===== src/rtl/fifo_rw_ctrl_pkg.sv =====
// Shared sizing constants for the FIFO read/write controller and its storage.
package fifo_rw_ctrl_pkg;
  localparam int DATA_W_DEF = 4;
  localparam int ADDR_W_DEF = 2;
  localparam int DEPTH      = 2 ** ADDR_W_DEF;
endpackage


===== src/rtl/fifo_rw_ctrl_dualport_rw.sv =====
// Dual-port storage: independent write and read ports, registered read data.
module dualport_rw
  import fifo_rw_ctrl_pkg::*;
#(
  parameter int DATA_W = DATA_W_DEF,
  parameter int ADDR_W = ADDR_W_DEF
) (
  input  logic              clk,
  input  logic              rst,
  input  logic              write_en,
  input  logic [ADDR_W-1:0] write_address,
  input  logic [DATA_W-1:0] data_in,
  input  logic              read_en,
  input  logic [ADDR_W-1:0] read_address,
  output logic [DATA_W-1:0] data_out
);
  localparam int ENTRIES = 2 ** ADDR_W;

  logic [ENTRIES-1:0][DATA_W-1:0] mem_q, mem_d;
  logic [DATA_W-1:0]              dout_q, dout_d;

  always_comb begin
    mem_d  = mem_q;
    dout_d = dout_q;
    if (write_en) mem_d[write_address] = data_in;
    if (read_en)  dout_d = mem_q[read_address];
  end

  // Array contents are left alone on reset; only the read register clears.
  always_ff @(posedge clk) begin
    mem_q <= mem_d;
    if (rst) dout_q <= '0;
    else     dout_q <= dout_d;
  end

  assign data_out = dout_q;
endmodule


===== src/rtl/fifo_rw_ctrl.sv =====
// FIFO controller: pointers, occupancy count, flags and error pulses around dualport_rw.
module fifo_rw_ctrl
  import fifo_rw_ctrl_pkg::*;
#(
  parameter int DATA_W = DATA_W_DEF,
  parameter int ADDR_W = ADDR_W_DEF
) (
  input  logic              clk,
  input  logic              rst,
  input  logic              wr_en,
  input  logic [DATA_W-1:0] data_in,
  input  logic              rd_en,
  output logic [DATA_W-1:0] data_out,
  output logic              data_valid,
  output logic              full,
  output logic              empty,
  output logic [ADDR_W:0]   count,
  output logic              wr_err,
  output logic              rd_err
);
  localparam logic [ADDR_W:0] CAP = (ADDR_W+1)'(2 ** ADDR_W);

  logic [ADDR_W-1:0] wr_ptr_q, wr_ptr_d, rd_ptr_q, rd_ptr_d;
  logic [ADDR_W:0]   count_q, count_d;
  logic              valid_q, valid_d, wr_err_q, wr_err_d, rd_err_q, rd_err_d;
  logic              push, pop;

  assign full  = (count_q == CAP);
  assign empty = (count_q == '0);

  always_comb begin
    push     = wr_en && !full;
    pop      = rd_en && !empty;
    wr_ptr_d = push ? wr_ptr_q + 1'b1 : wr_ptr_q;
    rd_ptr_d = pop  ? rd_ptr_q + 1'b1 : rd_ptr_q;
    count_d  = count_q;
    if (push && !pop)      count_d = count_q + 1'b1;
    else if (pop && !push) count_d = count_q - 1'b1;
    valid_d  = pop;
    wr_err_d = wr_en && full;
    rd_err_d = rd_en && empty;
  end

  always_ff @(posedge clk) begin
    if (rst) begin
      wr_ptr_q <= '0;
      rd_ptr_q <= '0;
      count_q  <= '0;
      valid_q  <= 1'b0;
      wr_err_q <= 1'b0;
      rd_err_q <= 1'b0;
    end else begin
      wr_ptr_q <= wr_ptr_d;
      rd_ptr_q <= rd_ptr_d;
      count_q  <= count_d;
      valid_q  <= valid_d;
      wr_err_q <= wr_err_d;
      rd_err_q <= rd_err_d;
    end
  end

  // Reset gates both ports so a concurrent request never touches storage.
  dualport_rw #(.DATA_W(DATA_W), .ADDR_W(ADDR_W)) u_mem (
    .clk          (clk),
    .rst          (rst),
    .write_en     (push && !rst),
    .write_address(wr_ptr_q),
    .data_in      (data_in),
    .read_en      (pop && !rst),
    .read_address (rd_ptr_q),
    .data_out     (data_out)
  );

  assign data_valid = valid_q;
  assign count      = count_q;
  assign wr_err     = wr_err_q;
  assign rd_err     = rd_err_q;
endmodule


===== config.mk =====
export PLATFORM = sky130hd
export DESIGN_NAME = fifo_rw_ctrl
export DESIGN_NICKNAME = d
export VERILOG_FILES = /design/src/rtl/fifo_rw_ctrl_pkg.sv /design/src/rtl/fifo_rw_ctrl_dualport_rw.sv /design/src/rtl/fifo_rw_ctrl.sv
export SDC_FILE = /design/constraint.sdc
export NUM_CORES = 1
export LEC_CHECK = 0
export ABC_AREA = 1
export CORE_MARGIN = 2
export CORE_UTILIZATION = 40
export DETAILED_ROUTE_END_ITERATION = 7
export PLACE_DENSITY_LB_ADDON = 0.15
export RECOVER_POWER = 50
export SLEW_MARGIN = 20
export SYNTH_ARGS = -nofsm -noshare
export SYNTH_HDL_FRONTEND = slang
export SYNTH_SLANG_ARGS = --single-unit

===== constraint.sdc =====
create_clock -name clk -period 1.8 [get_ports clk]
set_input_delay 0.45 -clock clk [delete_from_list [all_inputs] [get_ports clk]]
set_output_delay 0.45 -clock clk [all_outputs]
set_load 0.05 [all_outputs]

==> results of run 1 <==
-- worst paths after layout --
| path | start | endpoint | slack [ns] | depth (start not counted) |
|---|---|---|---|---|
| worst max-delay path | count[0] | count[1] | 0.09 | 9 |
| worst min-delay path | count[0] | count[0] | 0.47 | 1 |
| worst max register to register | count[0] | count[1] | 0.09 | 9 |
| worst min register to register | count[0] | count[0] | 0.47 | 1 |
-- routing by layer --
layer / wire (um) / vias up
met1: 1017 / 464
met4: 23 / 0
met2: 1266 / 15
met3: 114 / 2
li1: - / 521
met5: 0 / -
-- final cells by class --
class / count / area (sq um)
Clock buffer: 8 / 48.80
Fill cell: 322 / 1562
Inverter: 22 / 90.09
Multi-Input combinational cell: 90 / 528.0
Sequential cell: 30 / 769.5
Tap cell: 46 / 57.56
Timing Repair Buffer: 28 / 255.2
-- per-stage QoR --
| stage | setup WS (ns) | TNS (ns) | instance area (sq um) | hold slack [ns] | power, mW |
|---|---|---|---|---|---|
| after floorplan | 0.01450 | 0 | 1400 | 0.4928 | 1.781 |
| after global placement | -0.3433 | -1.954 | 1680 | 0.4570 | 2.146 |
| after detailed placement | -0.3803 | -2.380 | 1680 | 0.4700 | 2.166 |
| after CTS | 0.002172 | 0 | 1729 | 0.4843 | 2.543 |
| after global routing | -0.01872 | -0.01872 | 1749 | 0.4741 | 2.753 |
| final | 0.09000 | 0 | 1749 | 0.4747 | 2.556 |
-- cell families (layout without fill, tap and decap cells) --
group / after synthesis / count (layout) / share of synthesized area (%)
DFF: 30 / 30 / 55.37
AOI/OAI and AO/OA: 11 / 11 / 4.553
adders and majority gates: 6 / 6 / 6.011
and+or+nand+nor: 73 / 73 / 26.78
buffers and inverters: 24 / 58 / 7.286
-- sequential cells by signal (all words and copies together) (netlist names) --
register and count:
count 3, data_valid 1, rd_err 1, rd_ptr_q 2, u_mem.data_out 4, u_mem.mem_q 16, wr_err 1, wr_ptr_q 2
-- report_power, final --
group | total, mW | leakage, nW | internal [mW] | switching, mW
combinational | 1.23 | 0.487 | 0.468 | 0.767
sequential | 0.955 | 0.262 | 0.845 | 0.109
clock | 0.366 | 0.0265 | 0.155 | 0.211
total | 2.56 | 0.776 | 1.47 | 1.09
-- timing repair --
item,CTS,global route
resized for setup,1,3
setup endpoints to repair,1,1
pin swaps,0,3
gates cloned,0,0
buffers inserted,0,2
-- placed cells by master, fill, tap and decap left out, types with 2 or more instances in the layout --
master and n:
nand2_1 34, buf_4 19, inv_1 16, edfxtp_1 16, nor2_1 14, dfxtp_1 11
nand3_1 9, inv_2 5, clkbuf_4 5, dlygate4sd3_1 5, nand2_4 4, nor2_2 4
o21ai_1 4, o21ai_0 4, ha_1 4, nand2_2 3, clkbuf_1 3, a21oi_2 2
dfxtp_4 2, buf_12 2
==> flow_metrics.tcl, run 1 <==
set metrics [dict create \
    ant_nets 0 \
    cts_buffers 5 \
    ys_top_cells_by_count "nand2_1 (34), inv_1 (17), edfxtp_1 (16)" \
    use_met3_pct 7.387 \
    grt_max_degree 12 \
    grt_antenna_before_repair 0 \
    cts_max_level 2 \
    postSynth.asyncResetShare_pct 0 \
    yosys.cell_count.top_type "nand2_1" \
    routed_wl_um 2422 \
    grt_use_total_pct 14.79 \
    start_util_pct 41.50 \
    max_freq_mhz 584.8 \
    die_x_um 62.61 \
    ctsLongestPathBuffers 2 \
    core_area_sq_um 3311 \
    grt_pass1_wl_um 4312 \
    drive_gt1_share_pct 29.78 \
    synth_area_sq_um 1374 \
    cp.buffers_inverters 2 \
    final_cell_count_no_fill 224 \
    die_area_sq_um 3919 \
    crit_arrival_ns 1.93 \
    drc 0 \
    clk_pin_slew_ns 0.09 \
    root_buffer "clkbuf_4" \
    synth_cells 144 \
    ys.flop_type "edfxtp_1" \
    place_congestion 0.7344 \
    drv_slew 0 \
    nets 191 \
    finalCoreUtilization_pct 52.83 \
    syn2layout_area_growth_pct 27.32 \
    drt_iter0_markers 51 \
    die_y_um 62.61 \
    post-route-period-util_pct 95.00 \
    wl_per_cell_um 10.81 \
    hold_violations 0 \
    slowest_delay_ns 0.43 \
    vdd_drop_max_mv 0.6972 \
    yosys.area.top_type "edfxtp_1" \
    synth-seq-area-share_pct 55.37 \
    cts_tree "yes" \
    yosys.area.top_type_share_pct 34.97 \
    grtUsageMet2_pct 24.33 \
    worstSetupStartpointType "register" \
    syn_avg_cell_area_sq_um 9.540 \
    synth.area.top_cells "edfxtp_1 (35%), dfxtp_1 (20%), nand2_1 (9.3%)" \
    path_max_fanout 5 \
    hold_buffers 0 \
    maxCapViolations 0 \
    worstPathRequired_ns 2.02 \
    grt.overflow.total 0 \
    outcome "finished clean" \
    critPathKind "register to register" \
    synthDistinctLibCells 23 \
    cts.sinks 30 \
    antenna_cells 0 \
    row_count 21 \
    relSlewSlack_pct 73.44 \
    ys_seq_elements 30 \
    path_cells "nor2_4 > nand2_4 > inv_8 > nor2_8 > ha_4 > inv_1 > fa_2 > o21ai_1 > nor2_1" \
    vias 1002 \
    worst_pin_slew_ns 0.3979 \
    drtPass1Iterations 4 \
    dpl.hpwl_um 1849 \
    rsz0062_at_grt "yes" \
    crit_slowest_cell "fa_2" \
    port_buffers 19 \
    setup_viol 0 \
    routed_via_density 4.473 \
    finalCriticalPeriod_ns 1.710 \
    clock_skew_ns 0.008799 \
    gr-max-usage-layer "met2" \
    end_kind "register" \
    io_pins 20 \
    critPathTopFamily "adder cells" \
    clkLatencyLatePin_ns 0.32 \
    hp-class "register to register" \
    synth_nets 158 \
    power.density_nw_per_um2 1461 \
    use_met1_pct 16.30 \
    synth-edff-count 16 \
    yosys_warnings 0 \
    grt_pass1_vias 1003 \
    power_leakage_nw 0.7759 \
    post-place-cells 214 \
]
No activity file was read; power rests on OpenSTA's default activity.
==> run 2: changes to the inputs <==
--- a/config.mk
+++ b/config.mk
@@ -8,9 +8,11 @@
 export ABC_AREA = 1
 export CORE_MARGIN = 2
 export CORE_UTILIZATION = 40
+export CTS_CLUSTER_SIZE = 28
 export DETAILED_ROUTE_END_ITERATION = 7
 export PLACE_DENSITY_LB_ADDON = 0.15
 export RECOVER_POWER = 50
+export SKIP_LAST_GASP = 1
 export SLEW_MARGIN = 20
 export SYNTH_ARGS = -nofsm -noshare
 export SYNTH_HDL_FRONTEND = slang
==> run 2 against run 1 <==
  * Global-route usage is the same
  * Via count is essentially flat
  * Clock skew is essentially flat
  * Register-to-register slack is essentially flat
  * Cell area is the same
  * Non-clock buffer count is the same
  * Maximum frequency is essentially flat
  * Combinational power is essentially flat
  * Clock power is essentially flat
==> flow_metrics.tcl, run 2 (synthesis results as in run 1) <==
set metrics [dict create \
    syn2layout_area_growth_pct 27.32 \
    timing.rr.start "count[0]" \
    cts_max_level 2 \
    rsz0062_at_grt "yes" \
    vias 1003 \
    routed_via_density 4.478 \
    nets 191 \
    dp_slack_ns -0.3803 \
    clock_skew_ns 0.008800 \
    cts.sinks 30 \
    grt_use_total_pct 14.79 \
    ant_nets 0 \
    drtPass1Iterations 4 \
    die_x_um 62.61 \
    fin_ws_ns 0.09161 \
    crit_end "count[1]" \
    worstPathRequired_ns 2.02 \
    clkLatencyLatePin_ns 0.32 \
    r2r_slack_ns 0.09 \
    max_freq_mhz 585.3 \
    crit_slowest_cell "fa_2" \
    finalPower_mw 2.557 \
    grt_max_degree 12 \
    relSlewSlack_pct 73.42 \
    fin_setup_tns_ns 0 \
    vdd_drop_max_mv 0.7018 \
    die_y_um 62.61 \
    drt_iter0_markers 50 \
    hold_violations 0 \
    rr_worst_depth 9 \
    wl_per_cell_um 10.83 \
    largest_register "u_mem.mem_q" \
    cp.depth 9 \
    root_buffer "clkbuf_4" \
    rr_endpoint "count[1]" \
    grt_antenna_before_repair 0 \
    path_max_fanout 5 \
    final_common_cell "nand2_1" \
    end_kind "register" \
    port_buffers 19 \
    finalCoreUtilization_pct 52.83 \
    clk_pin_slew_ns 0.09 \
    critPathKind "register to register" \
    post-route-period-util_pct 94.91 \
    worst_pin_slew_ns 0.3981 \
    drc 0 \
    place_congestion 0.7344 \
    grt.overflow.total 0 \
    grt_pass1_vias 1003 \
    whs_ns 0.4747 \
    outcome "finished clean" \
    largest_reg_flops 16 \
    worstSetupStartpointType "register" \
    dpl.hpwl_um 1849 \
    core_area_sq_um 3311 \
    row_count 21 \
    drv_slew 0 \
    critPathTopFamily "adder cells" \
    slowest_delay_ns 0.43 \
    hold_buffers 0 \
    ctsLongestPathBuffers 2 \
    die_area_sq_um 3919 \
    maxCapViolations 0 \
    grt_pass1_wl_um 4312 \
    setup_viol 0 \
    finalCriticalPeriod_ns 1.708 \
    hp-class "register to register" \
    routed_wl_um 2427 \
    power.density_nw_per_um2 1462 \
    power_leakage_nw 0.7758 \
    crit_arrival_ns 1.93 \
    path_cells "nor2_4 > nand2_4 > inv_8 > nor2_8 > ha_4 > inv_1 > fa_2 > o21ai_1 > nor2_1" \
    cts_tree "yes" \
    final_cell_mix "nand2_1 (34), buf_4 (19), inv_1 (16), edfxtp_1 (16), nor2_1 (14)" \
    drive_gt1_share_pct 29.78 \
    antenna_cells 0 \
    cp.buffers_inverters 2 \
    io_pins 20 \
    cp-startpoint "count[0]" \
    cts_buffers 5 \
    start_util_pct 41.50 \
]
## run 2: cell counts in the layout (fill, tap and decap cells not counted)
Identical to the previous run, type by type.
## run 2: how the worst min path moves through the flow
stage | from | to | slack [ns] | cells after the start
after floorplan | wr_ptr_q[1] | wr_ptr_q[1] | 0.49 | 2
after global placement | u_mem.data_out[2] | u_mem.data_out[2] | 0.46 | 2
after detailed placement | u_mem.data_out[3] | u_mem.data_out[3] | 0.47 | 2
after CTS | u_mem.data_out[3] | u_mem.data_out[3] | 0.48 | 2
after global routing | wr_en | wr_err | 0.47 | 3
final | count[0] | count[0] | 0.47 | 1
## run 2: report_power, final
group	total (mW)	switching, mW	internal [mW]
sequential	0.955	0.110	0.845
clock	0.366	0.211	0.155
combinational	1.24	0.766	0.469
total	2.56	1.09	1.47
## run 2: layout make-up
type                            instances  area (sq um)
Inverter                               22         90.09
Tap cell                               46         57.56
Sequential cell                        30         769.5
Timing Repair Buffer                   28         255.2
Clock buffer                            8         48.80
Fill cell                             322          1562
Multi-Input combinational cell         90         528.0
## run 2: metrics by stage
stage | cells | instance area [sq um]
final | 224 | 1749
after detailed placement | 214 | 1680
after CTS | 222 | 1729
after global routing | 224 | 1749
after global placement | 214 | 1680
after floorplan | 144 | 1400
## run 2: repair_timing
| item | 4_1_cts | 5_1_grt |
|---|---|---|
| endpoints found under the setup margin | 1 | 1 |
| buffers inserted | 0 | 2 |
| resized for setup | 1 | 3 |
| endpoints found under the hold margin | 0 | 0 |
| pin swaps | 0 | 2 |
## run 2: worst reg2reg max path: cells and delay by family, from the launching register on
family / cells / cell delay [ns]
and+or+nand+nor: 4 / 0.37
DFF: 1 / 0.37
buffers and inverters: 2 / 0.17
AOI/OAI and AO/OA: 1 / 0.13
adders and majority gates: 2 / 0.58
## run 2: routing by layer
layer	GRT usage [%]	wire [um]	up-vias
li1	-	-	521
met1	16.30	1010	465
met2	24.33	1278	15
met3	7.387	114	2
met4	5.833	23	0
met5	0	0	-
==> run 3: changes to the inputs <==
--- a/config.mk
+++ b/config.mk
@@ -6,7 +6,7 @@
 export NUM_CORES = 1
 export LEC_CHECK = 0
 export ABC_AREA = 1
-export CORE_MARGIN = 2
+export CORE_MARGIN = 4
 export CORE_UTILIZATION = 40
 export CTS_CLUSTER_SIZE = 28
 export DETAILED_ROUTE_END_ITERATION = 7
==> run 3 against run 2 <==
  * Clock power rose by 2%
  * Clock-buffer cell count fell by 2
  * Critical path depth did not move
  * Sequential share of layout area rose by 0.19 points
  * Critical endpoint unchanged
==> flow_metrics.tcl, run 3 (synthesis results as in run 1) <==
set metrics [dict create \
    cts_tree "yes" \
    die_y_um 66.61 \
    outcome "finished clean" \
    place_congestion 0.7857 \
    cp.buffers_inverters 2 \
    worstPathRequired_ns 2.02 \
    root_buffer "clkbuf_4" \
    power.density_nw_per_um2 1460 \
    nets 192 \
    cts_max_level 2 \
    maxCapViolations 0 \
    crit_slowest_cell "fa_2" \
    die_x_um 66.61 \
    rsz0062_at_grt "yes" \
    grt_pass1_vias 911 \
    critPathKind "register to register" \
    antenna_cells 0 \
    drv_slew 0 \
    ant_nets 0 \
    largest_reg_flops 16 \
    grt_antenna_before_repair 0 \
    path_max_fanout 4 \
    io_pins 20 \
    routed_via_density 4.316 \
    wl_per_cell_um 10.64 \
    finalCriticalPeriod_ns 1.732 \
    relSlewSlack_pct 60.70 \
    path_cells "nor2_4 > nand2_4 > inv_8 > nor2_8 > ha_4 > inv_1 > fa_2 > o21ai_0 > nor2_1" \
    whs_ns 0.4728 \
    final_common_cell "nand2_1" \
    switching_share_pct 42.90 \
    drt_iter0_markers 37 \
    power_leakage_nw 0.7692 \
    post-route-period-util_pct 96.24 \
    dp_slack_ns -0.3972 \
    grt_max_degree 12 \
    row_count 21 \
    dpl.hpwl_um 1805 \
    clkPwrFrac_pct 14.7 \
    p_int_mw 1.452 \
    start_util_pct 41.17 \
    slowest_delay_ns 0.43 \
    routed_wl_um 2395 \
    ctsLongestPathBuffers 2 \
    clock_skew_ns 0.01131 \
    cts.sinks 30 \
    syn2layout_area_growth_pct 26.78 \
    grt.overflow.total 0 \
    vias 971 \
    drive_gt1_share_pct 27.93 \
    worst_pin_slew_ns 0.5920 \
    p_sw_mw 1.091 \
    setup_viol 0 \
    clk_pin_slew_ns 0.09 \
    drc 0 \
    cts_buffers 5 \
    core_area_sq_um 3337 \
    vdd_drop_max_mv 0.4287 \
    die_area_sq_um 4436 \
    largest_register "u_mem.mem_q" \
    clkLatencyLatePin_ns 0.32 \
    grt_use_total_pct 12.31 \
    fill_cells 324 \
    fin_ws_ns 0.06762 \
    final_cell_mix "nand2_1 (34), inv_1 (18), buf_4 (18)" \
    grt_pass1_wl_um 4002 \
    hp-class "register to register" \
    end_kind "register" \
    power_frac_seq_pct 37.3 \
    max_freq_mhz 577.2 \
    hold_violations 0 \
    port_buffers 19 \
    comb_power_share_pct 48.0 \
    crit_arrival_ns 1.95 \
    worstSetupStartpointType "register" \
    drtPass1Iterations 4 \
    critPathTopFamily "adder cells" \
]
run 3: changes by cell type in the layout (fill, tap and decap cells not counted), sizes merged:
cell / before / now
dlymetal6s2s: 1 / 0
dlygate4sd2: 0 / 1
clkinv: 0 / 2
buf: 21 / 20
run 3: area by class of cell:
cell class | instances | area (sq um) | share of cell area (%)
clock inverters | 2 | 8.758 | 0.5029
clock buffers | 6 | 41.29 | 2.371
well taps | 46 | 57.56 | 3.305
inverters | 22 | 90.09 | 5.172
repair buffers | 29 | 251.5 | 14.44
flip-flops and latches | 30 | 769.5 | 44.18
multi-input cells | 90 | 523.0 | 30.03
run 3: power by group through the flow:
stage	sequential (mW)	combinational (mW)	clock, mW
final	0.948	1.22	0.375
after global routing	0.964	1.33	0.420
after CTS	0.958	1.20	0.389
after detailed placement	0.974	1.19	0
after global placement	0.969	1.17	0
after floorplan	1.18	0.602	0
run 3: repair_timing:
action / CTS / global route
gates resized for setup: 2 / 1
setup buffers: 0 / 2
pin swaps: 0 / 2
hold buffers: 0 / 0
setup endpoints to repair: 1 / 1
run 3: final timing paths:
path,from,end,slack [ns],depth (start not counted)
setup / recovery,count[0],count[1],0.07,9
hold / removal,count[0],count[0],0.47,1
setup reg to reg,count[0],count[1],0.07,9
hold reg to reg,count[0],count[0],0.47,1
run 3: worst reg2reg max path, stage by stage, from the launching register on:
cell and delay [ns]:
dfxtp_4 0.37, nor2_4 0.17, nand2_4 0.10, inv_8 0.08, nor2_8 0.04, ha_4 0.15
inv_1 0.08, fa_2 0.43, o21ai_0 0.16, nor2_1 0.05
run 3: per-stage QoR:
stage | instance area (sq um) | util [%] | instances | power [mW] | setup TNS [ns]
after floorplan | 1400 | - | 144 | 1.781 | 0
after global placement | 1688 | 50.58 | 215 | 2.140 | -2.087
after detailed placement | 1688 | 50.58 | 215 | 2.166 | -2.510
after CTS | 1737 | 52.04 | 223 | 2.546 | 0
after global routing | 1742 | 52.19 | 225 | 2.718 | -0.02419
final | 1742 | 52.19 | 225 | 2.543 | 0
run 3: per-layer routing:
metal,vias up,part of all wire (%),track usage (%)
met5,-,0,0
met4,0,1.9,6.853
met3,5,4.4,4.047
met2,16,47,18.94
met1,428,47,15.06
li1,522,-,-
